### src/rtl/fifo_host_spi.sv
`timescale 1ns/1ps
// -----------------------------------------------------------------------------
// fifo_host_spi
// Drains measurement words from the syn_fifo result buffer and serves them to
// the host MCU over an SPI-slave link (mode 0, MSB first). Each CS window
// carries one frame: {valid, more, seq[5:0], data[23:0]}. One word is
// prefetched into a hold register; data_ready tells the host a frame waits.
//
// Ports
//   clk            system clock
//   rst            asynchronous active-high reset
//   fifo_data_out  syn_fifo read data, valid the cycle after fifo_rd_en
//   fifo_empty     syn_fifo empty flag
//   fifo_rd_en     one-cycle pop strobe to syn_fifo
//   host_sck       host SPI clock (asynchronous)
//   host_cs_n      host chip select, active low (asynchronous)
//   host_miso      serial data to host
//   data_ready     high while the hold register has an unsent word
//   frames_sent    count of completed valid frames (wraps)
// -----------------------------------------------------------------------------
module fifo_host_spi #(
  parameter int DATA_WIDTH  = 24,
  parameter int HDR_WIDTH   = 8,
  parameter int SYNC_STAGES = 2
) (
  input  logic                  clk,
  input  logic                  rst,
  input  logic [DATA_WIDTH-1:0] fifo_data_out,
  input  logic                  fifo_empty,
  output logic                  fifo_rd_en,
  input  logic                  host_sck,
  input  logic                  host_cs_n,
  output logic                  host_miso,
  output logic                  data_ready,
  output logic [15:0]           frames_sent
);

  localparam int FRAME_WIDTH = HDR_WIDTH + DATA_WIDTH;
  localparam int SEQ_WIDTH   = HDR_WIDTH - 2;
  localparam int CNT_WIDTH   = $clog2(FRAME_WIDTH + 2);
  localparam logic [CNT_WIDTH-1:0] CNT_FULL = CNT_WIDTH'(FRAME_WIDTH);
  localparam logic [CNT_WIDTH-1:0] CNT_MAX  = CNT_WIDTH'(FRAME_WIDTH + 1);

  // POP: strobe is on the wire; LATCH: fifo_data_out is valid this cycle.
  typedef enum logic [2:0] {EMPTY, POP, LATCH, HELD, SHIFT} state_t;

  state_t                  state, state_next;
  logic [SYNC_STAGES-1:0]  sck_sync, cs_sync;
  logic                    sck_prev;
  logic                    sck_s, cs_s, sck_fall;

  logic [DATA_WIDTH-1:0]   hold, hold_next;
  logic                    hold_valid, hold_valid_next;
  logic [SEQ_WIDTH-1:0]    seq, seq_next;
  logic [FRAME_WIDTH-1:0]  shifter, shifter_next;
  logic [CNT_WIDTH-1:0]    bit_cnt, bit_cnt_next;
  logic                    frame_valid, frame_valid_next;
  logic                    rd_en_next;
  logic [15:0]             frames_next;

  // Synchronisers; CS idles high so the chain resets to 1.
  always_ff @(posedge clk or posedge rst) begin
    if (rst) begin
      sck_sync <= '0;
      cs_sync  <= '1;
      sck_prev <= 1'b0;
    end else begin
      sck_sync <= {sck_sync[SYNC_STAGES-2:0], host_sck};
      cs_sync  <= {cs_sync[SYNC_STAGES-2:0], host_cs_n};
      sck_prev <= sck_s;
    end
  end

  assign sck_s    = sck_sync[SYNC_STAGES-1];
  assign cs_s     = cs_sync[SYNC_STAGES-1];
  assign sck_fall = sck_prev & ~sck_s;

  always_ff @(posedge clk or posedge rst) begin
    if (rst) begin
      state       <= EMPTY;
      hold        <= '0;
      hold_valid  <= 1'b0;
      seq         <= '0;
      shifter     <= '0;
      bit_cnt     <= '0;
      frame_valid <= 1'b0;
      fifo_rd_en  <= 1'b0;
      frames_sent <= '0;
    end else begin
      state       <= state_next;
      hold        <= hold_next;
      hold_valid  <= hold_valid_next;
      seq         <= seq_next;
      shifter     <= shifter_next;
      bit_cnt     <= bit_cnt_next;
      frame_valid <= frame_valid_next;
      fifo_rd_en  <= rd_en_next;
      frames_sent <= frames_next;
    end
  end

  always_comb begin
    state_next       = state;
    hold_next        = hold;
    hold_valid_next  = hold_valid;
    seq_next         = seq;
    shifter_next     = shifter;
    bit_cnt_next     = bit_cnt;
    frame_valid_next = frame_valid;
    rd_en_next       = 1'b0;
    frames_next      = frames_sent;

    case (state)
      EMPTY: begin
        // CS is checked as a level: a fall seen here (or deferred through
        // POP/LATCH) starts the frame; prefetch only happens with CS high.
        if (!cs_s) begin
          shifter_next     = '0;
          frame_valid_next = 1'b0;
          bit_cnt_next     = '0;
          state_next       = SHIFT;
        end else if (!fifo_empty) begin
          rd_en_next = 1'b1;
          state_next = POP;
        end
      end
      POP: begin
        state_next = LATCH;
      end
      LATCH: begin
        hold_next       = fifo_data_out;
        hold_valid_next = 1'b1;
        state_next      = HELD;
      end
      HELD: begin
        if (!cs_s) begin
          shifter_next     = {1'b1, ~fifo_empty, seq, hold};
          frame_valid_next = 1'b1;
          bit_cnt_next     = '0;
          state_next       = SHIFT;
        end
      end
      SHIFT: begin
        if (cs_s) begin
          shifter_next = '0;
          if (frame_valid && (bit_cnt == CNT_FULL)) begin
            hold_valid_next = 1'b0;
            seq_next        = seq + 1'b1;
            frames_next     = frames_sent + 16'd1;
            state_next      = EMPTY;
          end else begin
            // Short or over-long window: keep the word for a full resend.
            state_next = hold_valid ? HELD : EMPTY;
          end
        end else if (sck_fall) begin
          // Zero fill makes bits beyond the frame read as 0.
          shifter_next = {shifter[FRAME_WIDTH-2:0], 1'b0};
          if (bit_cnt != CNT_MAX) begin
            bit_cnt_next = bit_cnt + 1'b1;
          end
        end
      end
      default: begin
        state_next = EMPTY;
      end
    endcase
  end

  assign host_miso  = shifter[FRAME_WIDTH-1];
  assign data_ready = hold_valid;

endmodule

### config.mk
export PLATFORM = sky130hd
export DESIGN_NAME = fifo_host_spi
export DESIGN_NICKNAME = d
export VERILOG_FILES = /design/src/rtl/fifo_host_spi.sv
export SDC_FILE = /design/constraint.sdc
export NUM_CORES = 1
export LEC_CHECK = 0
export ABC_AREA = 1
export CAP_MARGIN = 20
export CORE_MARGIN = 2
export CORE_UTILIZATION = 45
export DETAILED_ROUTE_END_ITERATION = 12
export DONT_BUFFER_PORTS = 1
export SLEW_MARGIN = 10
export SYNTH_ARGS = -nofsm -noshare
export SYNTH_HDL_FRONTEND = slang
export SYNTH_SLANG_ARGS = --single-unit
### constraint.sdc
create_clock -name clk -period 6.9 [get_ports clk]
set_input_delay 1.38 -clock clk [delete_from_list [all_inputs] [get_ports clk]]
set_output_delay 1.38 -clock clk [all_outputs]
set_load 0.01 [all_outputs]
==> run metrics <==
status completed; Avg Cell Area, Syn 7.917 um2; Hold Crit Class flip-flop to flip-flop; Mapped Cells about 600; row count 37; Worst-path clk slew ~0.09 ns; vias in the first global route between 3000 and 4000; CP top delay family compound AO/OA/AOI/OAI gates; CP cell instances inv_2 > nand3_2 > a22oi_4 > nand2_4 > o21ai_0; pwr dens ~300 nW/um2; drt total wl 10020 um; period utilization 0.4346; Skew-Pair Late Insertion Delay between 0.3 and 0.4 ns; H-tree levels 3; TritonCTS clock tree yes; Post-synth ARST share 1.000; Worst path max stage delay between 1 and 1.5 ns; Worst Tran Pin Value 0.9759 ns; Distinct cells, synth 30; Lkg Pwr about 2.4 nW; count leader, synth nand2_1; Final ANT Viol Nets 0; # hold bufs at CTS 0; largest net degree at the start of global routing 76; post-synthesis sequential area ratio 0.4969; first-pass GRT wire length 16940 um; cts repair resizes 0; routability cong. roughly 0.8; drt drc 0; Hold Slack approximately 0.36 ns; Starting Density 0.4639; GRT Overall Usage 0.1883; port bufs 0; Filler cells 1026; Layout area overhead 5.120%; worst path arrival time 3.28 ns; vias approximately 3700; Fin. Hold Viols 0; share of cells above drive strength 1 0.07358; yosys warns 0; leading area contributor after synthesis dfrtp_1; Iter 0 DRT Violations roughly 230; CP Buf/Inv Count 1; clock sink total 95; ys flop type dfrtp_1; top-area cell type share of the netlist area 0.4859; number of setup buffers added after CTS 0; Worst Skew approximately 0.0098 ns; RSZ-0062 raised after global routing false; Vias/cell around 5.1; number of synthesized flops with an enable pin 0; Root Driver clkbuf_8; clock period minus worst slack between 2 and 3 ns; clk buf depth 2; Startpoint Class flip-flop; Slew Limit Fails 0; CTS buffer count 9; R2R Path Start state[2]; required time of the critical path just over 7 ns; top post-synthesis cells by area dfrtp_1 (49%), nand2_1 (20%), inv_1 (4.1%); core area 10320 um2; diode count 0; DIE AREA between 10000 and 15000 um2; initial antenna violation count 0; chip width approximately 110 um; DR WL/cell between 10 and 15 um; f_max ~330 MHz; max_slew headroom 0.3494; Worst Setup SP state[2]; crit path max fanout 35; synthesized cell area between 4000 and 5000 um2; Synth top cells by count nand2_1 (255), dfrtp_1 (93), inv_1 (52); Worst Setup Path Type flip-flop to flip-flop; Remaining Overflow, GRT 0; Max VDD drop 248.7 uV; slowest CP cell a22oi_4; Chip Height 107.2 um; max-cap check violation count 0; synthesized flop and latch total 95; # IOs 48; setup TNS 0 ns; Nets 627; Finish-stage setup viols 0; CP endpoint kind flip-flop; HPWL after detailed placement ~6400 um; Synthesized Nets 639; DR pass1 iterations 4; hold path start sck_sync[0]
sequential cells by signal, indices dropped and copies added, names as in the netlist:
register	cells
shifter	32
hold	24
frames_sent	16
bit_cnt	6
seq	6
state	3
cs_sync	2
sck_sync	2
data_ready	1
fifo_rd_en	1
frame_valid	1
sck_prev	1
path summary, 6_finish.rpt:
| check | slack (ns) | end | cells after the start |
|---|---|---|---|
| max | 3.90 | shifter[0] | 5 |
| min | 0.36 | sck_sync[1] | 0 |
| max reg2reg | 3.90 | shifter[0] | 5 |
| min reg2reg | 0.36 | sck_sync[1] | 0 |
| max in group asynchronous | 4.86 | shifter[14] | 2 |
| min in group asynchronous | 0.82 | frames_sent[1] | 1 |
metal layers:
metal,track usage,up-vias,share of wire
met3,0.05471,11,0.046
met2,0.3002,78,0.46
met5,0,-,0
met4,0.05937,0,0.014
met1,0.2475,1739,0.48
li1,-,1888,-
final cells by class:
class / instances / area [um2] / share of cell area
clock buffers: 12 / 155.1 / 0.03082
clock inverters: 4 / 53.80 / 0.01069
inverters: 55 / 209.0 / 0.04150
multi-input cells: 429 / 2044 / 0.4061
flip-flops and latches: 95 / 2380 / 0.4727
well taps: 136 / 170.2 / 0.03380
repair buffers: 3 / 22.52 / 0.004473
cell usage in the layout, fill, tap and decap left out, drive strengths merged:
| cell | synthesis | routed |
|---|---|---|
| nand2 | 258 | 258 |
| dfrtp | 93 | 93 |
| inv | 55 | 55 |
| nand3 | 42 | 42 |
| o21ai | 40 | 40 |
| nor2 | 30 | 30 |
| o22ai | 27 | 27 |
| clkbuf | 7 | 12 |
| xnor2 | 8 | 8 |
| nand4 | 6 | 6 |
| xor2 | 5 | 5 |
| ha | 5 | 5 |
| nor3 | 5 | 5 |
| buf | 19 | 3 |
| a21oi | 2 | 2 |
| clkinvlp | 0 | 2 |
| dfstp | 2 | 2 |
| a22oi | 1 | 1 |
| clkinv | 0 | 1 |
| bufinv | 0 | 1 |
per-stage QoR:
stage | cell area [um2] | setup slack (ns) | std cells | power, W | util
3_3_place_gp | 4826 | 3.999 | 718 | 0.001115 | 0.4675
3_5_place_dp | 4826 | 3.892 | 718 | 0.001130 | 0.4675
6_report | 5035 | 3.901 | 734 | 0.001497 | 0.4877
5_1_grt | 5035 | 3.575 | 734 | 0.001609 | 0.4877
2_1_floorplan | 4790 | 3.046 | 605 | 0.001058 | -
4_1_cts | 5035 | 3.883 | 734 | 0.001519 | 0.4877
cell families (layout without fill, tap and decap cells):
| family | after synthesis | in the layout | synth area share |
|---|---|---|---|
| simple gates | 341 | 341 | 0.3043 |
| flops | 95 | 95 | 0.4969 |
| buf+inv | 81 | 74 | 0.07759 |
| compound gates | 70 | 70 | 0.08438 |
| xor+xnor | 13 | 13 | 0.02377 |
| fa+ha+maj | 5 | 5 | 0.01306 |
where the power goes:
part | internal [W] | switching (W)
clock | 0.000188 | 0.000195
combinational | 0.000103 | 0.000291
sequential | 0.000665 | 0.0000563
total | 0.000955 | 0.000542
No activity file was read; power rests on OpenSTA's default activity.
